--- config.mk ---
export PLATFORM = sky130hd
export DESIGN_NAME = sipo_deserializer_flat
export DESIGN_NICKNAME = d
export VERILOG_FILES = /design/src/rtl/sipo_deserializer_if.sv /design/src/rtl/sipo_deserializer.sv /design/src/flat_wrapper.sv
export SDC_FILE = /design/constraint.sdc
export NUM_CORES = 1
export LEC_CHECK = 0
export BUFFER_PORTS_ARGS = -buffer_cell sky130_fd_sc_hd__buf_2
export CAP_MARGIN = 10
export CORE_MARGIN = 2
export CORE_UTILIZATION = 40
export CTS_CLUSTER_DIAMETER = 200
export DETAILED_ROUTE_END_ITERATION = 6
export HOLD_SLACK_MARGIN = 0.1
export SYNTH_ARGS = -nofsm -noshare
export SYNTH_HDL_FRONTEND = slang
export SYNTH_SLANG_ARGS = --single-unit
--- constraint.sdc ---
create_clock -name clk -period 3.5 [get_ports clk]
set_input_delay 1.05 -clock clk [delete_from_list [all_inputs] [get_ports clk]]
set_output_delay 1.05 -clock clk [all_outputs]
set_load 0.02 [all_outputs]
--- src/rtl/sipo_deserializer_if.sv ---
// Word-side bundle of the serial-to-parallel deserializer: serial bit input,
// clear strobe, and the valid/ready output register with status flags.
interface sipo_deserializer_if #(
    parameter int WIDTH = 4
) ();
    logic             serial_i;
    logic             valid_i;
    logic             clear_i;
    logic             ready_i;
    logic [WIDTH-1:0] parallel_o;
    logic             valid_o;
    logic             busy_o;
    logic             overflow_o;

    // The deserializer itself.
    modport slave (
        input  serial_i, valid_i, clear_i, ready_i,
        output parallel_o, valid_o, busy_o, overflow_o
    );

    // The serial source / word consumer side.
    modport master (
        output serial_i, valid_i, clear_i, ready_i,
        input  parallel_o, valid_o, busy_o, overflow_o
    );
endinterface

--- src/rtl/sipo_deserializer.sv ---
// Serial-to-parallel deserializer: collects WIDTH qualified serial bits into
// a word and presents it on a single-entry valid/ready output register.
module sipo_deserializer #(
    parameter int WIDTH     = 4,
    parameter bit LSB_FIRST = 1'b1
) (
    input  logic                clk,
    input  logic                reset,
    sipo_deserializer_if.slave  bus
);
    localparam int CW = (WIDTH > 2) ? $clog2(WIDTH) : 1;
    localparam logic [CW-1:0] LAST_BIT = CW'(WIDTH - 1);

    logic [CW-1:0]    count_q,    count_d;
    logic [WIDTH-1:0] shift_q,    shift_d;
    logic [WIDTH-1:0] parallel_q, parallel_d;
    logic             valid_q,    valid_d;
    logic             busy_q,     busy_d;
    logic             overflow_q, overflow_d;

    logic [WIDTH-1:0] shift_in;
    logic             accept;
    logic             complete;
    logic             slot_free;

    // Shift-register input wiring; the branch taken fixes which end a new bit enters.
    genvar gi;
    generate
        for (gi = 0; gi < WIDTH; gi++) begin : g_shift
            if (LSB_FIRST) begin : g_lsb
                if (gi == WIDTH - 1) begin : g_end
                    assign shift_in[gi] = bus.serial_i;
                end else begin : g_mid
                    assign shift_in[gi] = shift_q[gi + 1];
                end
            end else begin : g_msb
                if (gi == 0) begin : g_end
                    assign shift_in[gi] = bus.serial_i;
                end else begin : g_mid
                    assign shift_in[gi] = shift_q[gi - 1];
                end
            end
        end
    endgenerate

    assign accept    = bus.valid_i && !bus.clear_i;
    assign complete  = accept && (count_q == LAST_BIT);
    assign slot_free = !valid_q || bus.ready_i;

    always_comb begin
        count_d    = count_q;
        shift_d    = shift_q;
        parallel_d = parallel_q;
        valid_d    = valid_q;
        overflow_d = 1'b0;

        if (bus.clear_i) begin
            count_d = '0;
            shift_d = '0;
        end else if (accept) begin
            shift_d = shift_in;
            count_d = complete ? '0 : count_q + CW'(1);
        end

        // A word completing into a free slot overrides the consume, so
        // back-to-back words keep valid high with no bubble.
        if (complete && slot_free) begin
            parallel_d = shift_in;
            valid_d    = 1'b1;
        end else if (complete) begin
            overflow_d = 1'b1;
        end else if (valid_q && bus.ready_i) begin
            valid_d = 1'b0;
        end

        busy_d = (count_d != '0);
    end

    always_ff @(posedge clk or posedge reset) begin
        if (reset) begin
            count_q    <= '0;
            shift_q    <= '0;
            parallel_q <= '0;
            valid_q    <= 1'b0;
            busy_q     <= 1'b0;
            overflow_q <= 1'b0;
        end else begin
            count_q    <= count_d;
            shift_q    <= shift_d;
            parallel_q <= parallel_d;
            valid_q    <= valid_d;
            busy_q     <= busy_d;
            overflow_q <= overflow_d;
        end
    end

    assign bus.parallel_o = parallel_q;
    assign bus.valid_o    = valid_q;
    assign bus.busy_o     = busy_q;
    assign bus.overflow_o = overflow_q;

    // A held word must stay put until it is taken; a drop can never repeat on the next edge.
    a_hold_stable: assert property (@(posedge clk) disable iff (reset)
        (valid_q && !bus.ready_i) |=> $stable(parallel_q));
    a_overflow_pulse: assert property (@(posedge clk) disable iff (reset)
        overflow_q |=> !overflow_q);
endmodule

--- src/flat_wrapper.sv ---
// flat-port wrapper written by rule: the top's interface ports become plain ports
module sipo_deserializer_flat 
#(
    parameter int WIDTH     = 4,
    parameter bit LSB_FIRST = 1'b1
)
  (clk, reset, bus_serial_i, bus_valid_i, bus_clear_i, bus_ready_i, bus_parallel_o, bus_valid_o, bus_busy_o, bus_overflow_o);
  sipo_deserializer_if #(.WIDTH(WIDTH)) bus_i ();
  input  logic clk;
  input  logic reset;
  input wire logic [$bits(bus_i.serial_i)-1:0] bus_serial_i;
  input wire logic [$bits(bus_i.valid_i)-1:0] bus_valid_i;
  input wire logic [$bits(bus_i.clear_i)-1:0] bus_clear_i;
  input wire logic [$bits(bus_i.ready_i)-1:0] bus_ready_i;
  output wire logic [$bits(bus_i.parallel_o)-1:0] bus_parallel_o;
  output wire logic [$bits(bus_i.valid_o)-1:0] bus_valid_o;
  output wire logic [$bits(bus_i.busy_o)-1:0] bus_busy_o;
  output wire logic [$bits(bus_i.overflow_o)-1:0] bus_overflow_o;
  assign bus_i.serial_i = bus_serial_i;
  assign bus_i.valid_i = bus_valid_i;
  assign bus_i.clear_i = bus_clear_i;
  assign bus_i.ready_i = bus_ready_i;
  assign bus_parallel_o = bus_i.parallel_o;
  assign bus_valid_o = bus_i.valid_o;
  assign bus_busy_o = bus_i.busy_o;
  assign bus_overflow_o = bus_i.overflow_o;
  sipo_deserializer #(.WIDTH(WIDTH), .LSB_FIRST(LSB_FIRST)) u_core (.clk(clk), .reset(reset), .bus(bus_i));
endmodule
# Yosys cells after proc, flatten, opt, wreduce, memory -nomap -nowiden
# Cells that the tools add are included.
# Widths: inputs -> output; s select.
word_totals:
  output_inout_bits: 7
  register_bits: 13
  elab_cells: 30
op_classes:
  eq_ne: 2
  n_addsub: 1
  reduce_logical: 11
  muxes: 10
ops:
  columns: ["operator", "n"]
  rows:
  - ["$mux 4", 2]
  - ["$mux 2", 3]
  - ["$reduce_bool 2->1", 3]
  - ["$mux 1", 5]
  - ["$logic_and 1x1->1", 4]
  - ["$add 2x1->2 const B", 1]
  - ["$eq 2x2->1 const B", 1]
  - ["$logic_not 1->1", 2]
  - ["$ne 2x2->1 const B", 1]
  - ["$reduce_and 2->1", 1]
  - ["$logic_or 1x1->1", 1]

# Longest topological paths before layout
# Gate-level depths: netlist (run 1).
depth:
  word_depth: 7
  mapped_depth: 4
  depth_no_buf: 4

# Least setup slack after synthesis (run 1)
# No wires, ideal clock.
synth_path:
  kind: "input -> register"
  start: "input bus_valid_i"
  end: "register u_core.parallel_q[0] (netlist: u_core.bus.parallel_o[0])"
  path_buffers: 1
  required_time_ns: 3.375
  slack_ns: 1.635
  arrival_time_ns: 1.740
  path_stages: 4
  cell_sequence: "buf_6 > nand3b_4 > nor2b_4 > mux2_4"
synth_between:
  elab_chain_len: 3
synth_lines:
  columns: ["element", "line_no", "source"]
  rows:
  - ["start: declaration", "flat_wrapper.sv:12", "input wire logic [$bits(bus_i.valid_i)-1:0] bus_valid_i;"]
  - ["$logic_and 1x1->1", "sipo_deserializer.sv:46", "assign accept = bus.valid_i && !bus.clear_i;"]
  - ["$logic_and 1x1->1", "sipo_deserializer.sv:47", "assign complete = accept && (count_q == LAST_BIT);"]
  - ["$logic_and 1x1->1", "sipo_deserializer.sv:67", "if (complete && slot_free) begin"]
  - ["end signal: assignment", "sipo_deserializer.sv:90", "parallel_q <= parallel_d;"]
  - ["end: declaration", "sipo_deserializer.sv:16", "logic [WIDTH-1:0] parallel_q, parallel_d;"]
# Every way passes these cells.
# A chain may end at the register's enable or synchronous reset.

# Worst setup path in the final report (run 1)
layout_path:
  start: "register u_core.valid_q (netlist: u_core.bus.valid_o)"
  end: "output bus_valid_o"
layout_rtl:
  columns: ["element", "line_no", "source"]
  rows:
  - ["start: declaration", "sipo_deserializer.sv:17", "logic valid_q, valid_d;"]
  - ["start signal: assignment", "sipo_deserializer.sv:91", "valid_q <= valid_d;"]
  - ["end: declaration", "flat_wrapper.sv:16", "output wire logic [$bits(bus_i.valid_o)-1:0] bus_valid_o;"]
# No word-level cell between the ends.

==> impl_metrics.csv, run 1 <==
group,metric,value,unit
status,run_status,"complete, no violations",
synth,synth-seq-cells,12,
min_path,min_from,"u_core.bus.parallel_o[3]",
setup_path,required,2450,ps
min_path,worstHoldPathCells,1,
clock_network,cts_tree,"yes",
floorplanning,die_area,0.00161,mm2
setup_path,crit_type,"register to output port",
sta,clock.fmax,528,MHz
final_layout,drive_gt1_frac,0.442,
clock_network,cts.path.max_buffers,2,
synth,syn-cell-area,523,um2
placement,place_area,591,um2
final_layout,layout.nets,60,
clock_network,post_cts_buffers,0,
floorplanning,initial_core_util,0.418,
route,dr.first_iter.drc_count,1,
final_layout,multi_input_area,208,um2
route,avgViaCountPerCell,4.67,
pwr,p_leak,0.368,nW
sta,finClkSkew,0.548,ps
placement,dp_hpwl,658,um
final_layout,finalInstanceArea,627,um2
global_route,grt_max_degree,13,
setup_path,critPathCaptureType,"output port",
setup_path,r2r_cells,4,
final_layout,n_fill_cell,111,
sta,hold_viol_final,0,
setup_path,r2r_slack,2130,ps
setup_path,cp_top_family,"flip-flops",
global_route,grt_pass1_wl,1320,um
final_layout,final_cell_mix,"12 x buf_2, 12 x dfrtp_1, 6 x nor2_1",
sta,min_period_over_period,0.541,
final_layout,n_antenna_cell,0,
clock_network,numCtsBuffers,3,
route,dr.pass1.iters,2,
route,drc,0,
setup_path,cpMaxStageDelayCell,"dfrtp_1",
clock_network,post_cts_resized,0,
synth,syn-instance-count,37,
pwr,power_density,465,mW/mm2
floorplanning,core_area,0.00125,mm2
setup_path,reg2reg_from,"u_core.count_q[0]",
route,ant_nets,0,
sta,layout_min_cycle_time,1890,ps
global_route,antenna_found_initial,0,
setup_path,crit_chain,"buf_2",
setup_path,critPathMaxStageDelay,410,ps
pwr,worst_ir_drop_vdd,0.000192,V
floorplanning,row_count,13,
clock_network,clk_pin_slew,70,ps
clock_network,htreeDepth,1,
setup_path,cp_max_fo,2,
route,post_drt_wl_per_cell,12.6,um
global_route,grt.total_usage,0.135,
sta,finalSetupTns,0,ps
clock_network,clk_latency,270,ps
setup_path,critPathLaunchType,"register",
clock_network,cts_root_buf,"clkbuf_4",
final_layout,syn_to_final_growth,19.9,%
synth,yosysUniqueCellTypes,14,
min_path,hp-class,"register to register",
synth,synthesis.nets,44,
sta,whs,512,ps
global_route,gr-total-overflow,0,
setup_path,worstPathArrival,840,ps
min_path,min_delay_worst_endpoint,"u_core.bus.parallel_o[3]",
route,totalWireLength,842,um
route,num_vias,313,
sta,slew_headroom,0.703,
floorplanning,die_h,40.2,um
flow_run,maxCapViolCount,0,
final_layout,seq_area,300,um2
sta,slew_viol_final,0,
setup_path,r2r_end,"u_core.bus.parallel_o[1]",
sta,rsz0062_at_grt,"false",
sta,tightest_slew,445,ps
clock_network,cts_sinks,12,
sta,setup_violations,0,
synth,ys_seq_area_frac,0.574,
synth,synth_top_area_frac,0.574,
floorplanning,die_x,40.2,um
final_layout,instances_no_fill,67,
synth,synthTopCellsByArea,"dfrtp_1 57%, mux2_4 11%, mux2i_1 7.7%",
placement,place.gp.congestion,0.679,
global_route,grt_pass1_vias,315,
placement,port_buffers,12,
placement,dp.cells,63,
synth,syn_avg_cell_area,14.1,um2
setup_path,critical_path_buf_inv_count,1,
synth,synth_top_area_cell,"dfrtp_1",
synth,ys_warn_count,0,
floorplanning,io_pins,13,
clock_network,holdBufCountCts,0,
==> stage by stage <==
stage	setup WS, ps	util	total power [mW]
2_1_floorplan	1640	-	0.175
3_3_place_gp	1510	0.472	0.184
3_5_place_dp	1460	0.472	0.185
4_1_cts	1590	0.501	0.296
5_1_grt	1560	0.501	0.305
6_report	1610	0.501	0.291
==> state kept, by name, summed over array words and instances, names as in the netlist <==
| signal | count |
|---|---|
| u_core.bus.parallel_o | 4 |
| u_core.bus.overflow_o | 1 |
| u_core.shift_q | 3 |
| u_core.bus.valid_o | 1 |
| u_core.bus.busy_o | 1 |
| u_core.count_q | 2 |
==> layer usage <==
metal	up-vias	track usage	routed length, um
met1	149	0.150	361
li1	153	-	-
met4	0	0.129	7
met3	2	0.0333	51
met2	9	0.206	422
met5	-	0	0
==> report_power, final <==
group / switching, mW / total [mW] / internal, mW / leakage (nW)
Clock: 0.0464 / 0.110 / 0.0632 / 0.0210
Combinational: 0.0178 / 0.0322 / 0.0144 / 0.183
Sequential: 0.00405 / 0.150 / 0.146 / 0.163
==> cell type report <==
type	instances	share of cell area
Timing Repair Buffer	12	0.0958
Sequential cell	12	0.479
Multi-Input combinational cell	23	0.331
Tap cell	15	0.0299
Inverter	1	0.00599
Clock buffer	4	0.0579
==> cells in the mapped netlist, drive strengths merged <==
cell and count:
nor2b 1, nand2 2, nor2 6, nand2b 2, a31oi 1, mux2 4, a21oi 1, nand3b 1
dfrtp 12, ha 1, buf 1, mux2i 4, inv 1
==> kinds of logic (layout without fill, tap and decap cells) <==
kind of cell    count (synthesis)  in the layout  share of synthesized area
compound gates                  2              2                     0.0215
flops                          12             12                      0.574
fa+ha+maj                       1              1                     0.0239
mux                             8              8                      0.191
buf+inv                         2             17                     0.0287
simple gates                   12             12                      0.160
==> how the worst max path moves through the flow <==
stage                        from                  endpoint  slack [ps]  depth (start not counted)
2_1_floorplan         bus_valid_i  u_core.bus.parallel_o[0]        1640                          4
3_5_place_dp          bus_valid_i  u_core.bus.parallel_o[1]        1460                          4
6_report       u_core.bus.valid_o               bus_valid_o        1610                          1
5_1_grt        u_core.bus.valid_o               bus_valid_o        1560                          1
4_1_cts        u_core.bus.valid_o               bus_valid_o        1590                          1
3_3_place_gp          bus_valid_i  u_core.bus.parallel_o[0]        1510                          4
Note: power is estimated with default switching activity, not from simulation.
==> run 2: changes to the inputs <==
- ABC_AREA: not set -> 1
- CORE_AREA: not set -> 2 2 39 41
- CORE_MARGIN: 2 -> not set
- CORE_UTILIZATION: 40 -> not set
- DIE_AREA: not set -> 0 0 41 43
- clock period: 3.5 -> 1.65 ns (I/O delays scaled with it)
==> run 2 against run 1 <==
Compared with the run above:
- sequential share of layout area up 0.58 points
- first-iteration DRC count down 100%
- utilization shrank 5.3 points
- wire length grew 5.0%
- synthesized cell count grew 51%
- cell area shrank 1.2%
- count of clock-buffer cells in the layout decreased by 1
==> impl_metrics.csv, run 2 <==
group,metric,value,unit
synth,synth_top_area_cell,"dfrtp_1",
synth,syn-instance-count,56,
min_path,hp-class,"input pin to async pin",
synth,ys_seq_area_frac,0.581,
synth,synth_enable_flop_cells,0,
route,post_drt_wl_per_cell,10.2,um
sta,slew_viol_final,0,
synth,synth-seq-cells,12,
floorplanning,die_x,41,um
global_route,grt_pass1_wl,1490,um
clock_network,htreeDepth,1,
route,dr.pass1.iters,1,
placement,dp_hpwl,700,um
clock_network,cts_root_buf,"clkbuf_4",
clock_network,clk_latency,270,ps
setup_path,critical_path_buf_inv_count,1,
setup_path,critPathLaunchType,"register",
sta,setup_ws,342,ps
setup_path,cp_max_fo,2,
route,met3_wirelength,26,um
sta,layout_min_cycle_time,1310,ps
synth,syn_avg_cell_area,9.23,um2
status,run_status,"complete, no violations",
route,dr.first_iter.drc_count,0,
floorplanning,die_area,0.00176,mm2
final_layout,final_common_cell,"nand2_1",
final_layout,layout.nets,80,
placement,port_buffers,12,
final_layout,final_cell_mix,"17 x nand2_1, 12 x buf_2, 12 x dfrtp_1",
route,drt-met1-wl,371,um
setup_path,required,1150,ps
final_layout,drive_gt1_frac,0.296,
clock_network,post_cts_resized,0,
clock_network,clk_pin_slew,70,ps
route,wl_met2,455,um
sta,finClkSkew,5.21,ps
clock_network,cts_tree,"yes",
setup_path,r2r_slack,540,ps
setup_path,critPathCaptureType,"output port",
final_layout,largest_reg_flops,4,
pwr,power_density,914,mW/mm2
sta,clock.fmax,765,MHz
route,num_vias,401,
setup_path,crit_type,"register to output port",
clock_network,holdBufCountCts,0,
pwr,worst_ir_drop_vdd,0.000497,V
route,ant_nets,0,
clock_network,numCtsBuffers,3,
floorplanning,io_pins,13,
sta,rsz0062_at_grt,"false",
final_layout,n_antenna_cell,0,
synth,yosysUniqueCellTypes,15,
sta,hold_viol_final,0,
synth,syn-cell-area,517,um2
global_route,grt_pass1_vias,404,
synth,synth_top_area_frac,0.581,
clock_network,cts.path.max_buffers,2,
synth,synthTopCellsByArea,"dfrtp_1 58%, nand2_1 12%, nand4_1 4.8%",
setup_path,reg2reg_from,"u_core.count_q[1]",
final_layout,syn_to_final_growth,19.9,%
route,avgViaCountPerCell,4.61,
floorplanning,die_h,43,um
global_route,gr-total-overflow,0,
setup_path,cpMaxStageDelayCell,"dfrtp_1",
sta,tightest_slew,458,ps
sta,finalSetupTns,0,ps
global_route,grt_max_degree,13,
setup_path,crit_chain,"buf_2",
clock_network,post_cts_buffers,0,
setup_path,worstPathArrival,810,ps
synth,synthArstFlopShare,1.00,
flow_run,maxCapViolCount,0,
route,maxUsedRoutingLayer,"met4",
sta,slew_headroom,0.694,
floorplanning,core_area,0.00138,mm2
floorplanning,initial_core_util,0.373,
route,totalWireLength,884,um
global_route,grt.total_usage,0.132,
floorplanning,row_count,14,
pwr,power,566,uW
placement,pre_cts_slack,460,ps
synth,synth_common_cells,"17 x nand2_1, 12 x dfrtp_1, 6 x inv_1",
synth,synthesis.nets,63,
synth,yosysMostFrequentCell,"nand2_1",
pwr,p_leak,0.355,nW
sta,min_period_over_period,0.792,
placement,place.gp.congestion,0.676,
final_layout,n_fill_cell,161,
sta,setup_violations,0,
clock_network,cts_sinks,12,
setup_path,critPathMaxStageDelay,380,ps
setup_path,crit_path_start,"u_core.bus.parallel_o[1]",
setup_path,cp_top_family,"flip-flops",
synth,ys_warn_count,0,
synth,synth_ff_type,"dfrtp_1",
global_route,antenna_found_initial,0,
route,drc,0,
[run 2: worst paths after layout]
kind,to,cells after the start
max in group asynchronous,u_core.bus.parallel_o[3],2
min in group clk,u_core.shift_q[3],3
hold reg to reg,u_core.bus.parallel_o[2],2
setup reg to reg,u_core.bus.busy_o,6
hold / removal,u_core.shift_q[2],2
setup / recovery,bus_parallel_o[1],1
[run 2: per-layer routing]
metal,GRT usage,vias to the layer above
li1,-,207
met1,0.126,182
met2,0.213,8
met3,0.0314,4
met4,0.120,0
met5,0,-
[run 2: logic make-up (layout without fill, tap and decap cells)]
logic type | after synthesis | in the layout | synth area share
AOI/OAI and AO/OA | 3 | 3 | 0.0315
DFF | 12 | 12 | 0.581
adders and majority gates | 1 | 1 | 0.0242
buffers and inverters | 10 | 25 | 0.0726
and+or+nand+nor | 30 | 30 | 0.291
[run 2: final cells by class]
| class | count | area (um2) | share of cell area |
|---|---|---|---|
| Clock buffer | 3 | 22.5 | 0.0364 |
| Tap cell | 16 | 20.0 | 0.0323 |
| Sequential cell | 12 | 300 | 0.485 |
| Timing Repair Buffer | 12 | 60.1 | 0.0970 |
| Inverter | 10 | 37.5 | 0.0606 |
| Multi-Input combinational cell | 34 | 179 | 0.289 |
[run 2: stage by stage]
step / util / area [um2] / hold slack [ps] / std cells
floorplan: - / 517 / 360 / 56
global placement: 0.431 / 597 / 459 / 84
detailed placement: 0.431 / 597 / 467 / 84
CTS: 0.448 / 619 / 239 / 87
global route: 0.448 / 619 / 264 / 87
finish: 0.448 / 619 / 220 / 87
[run 2: power by group]
group          internal (mW)  switching (mW)  total [mW]  leakage, nW
logic                 0.0243          0.0498      0.0741        0.177
clock network         0.0844          0.0891       0.174       0.0138
registers              0.311         0.00735       0.318        0.163
total                  0.420           0.146       0.566        0.355
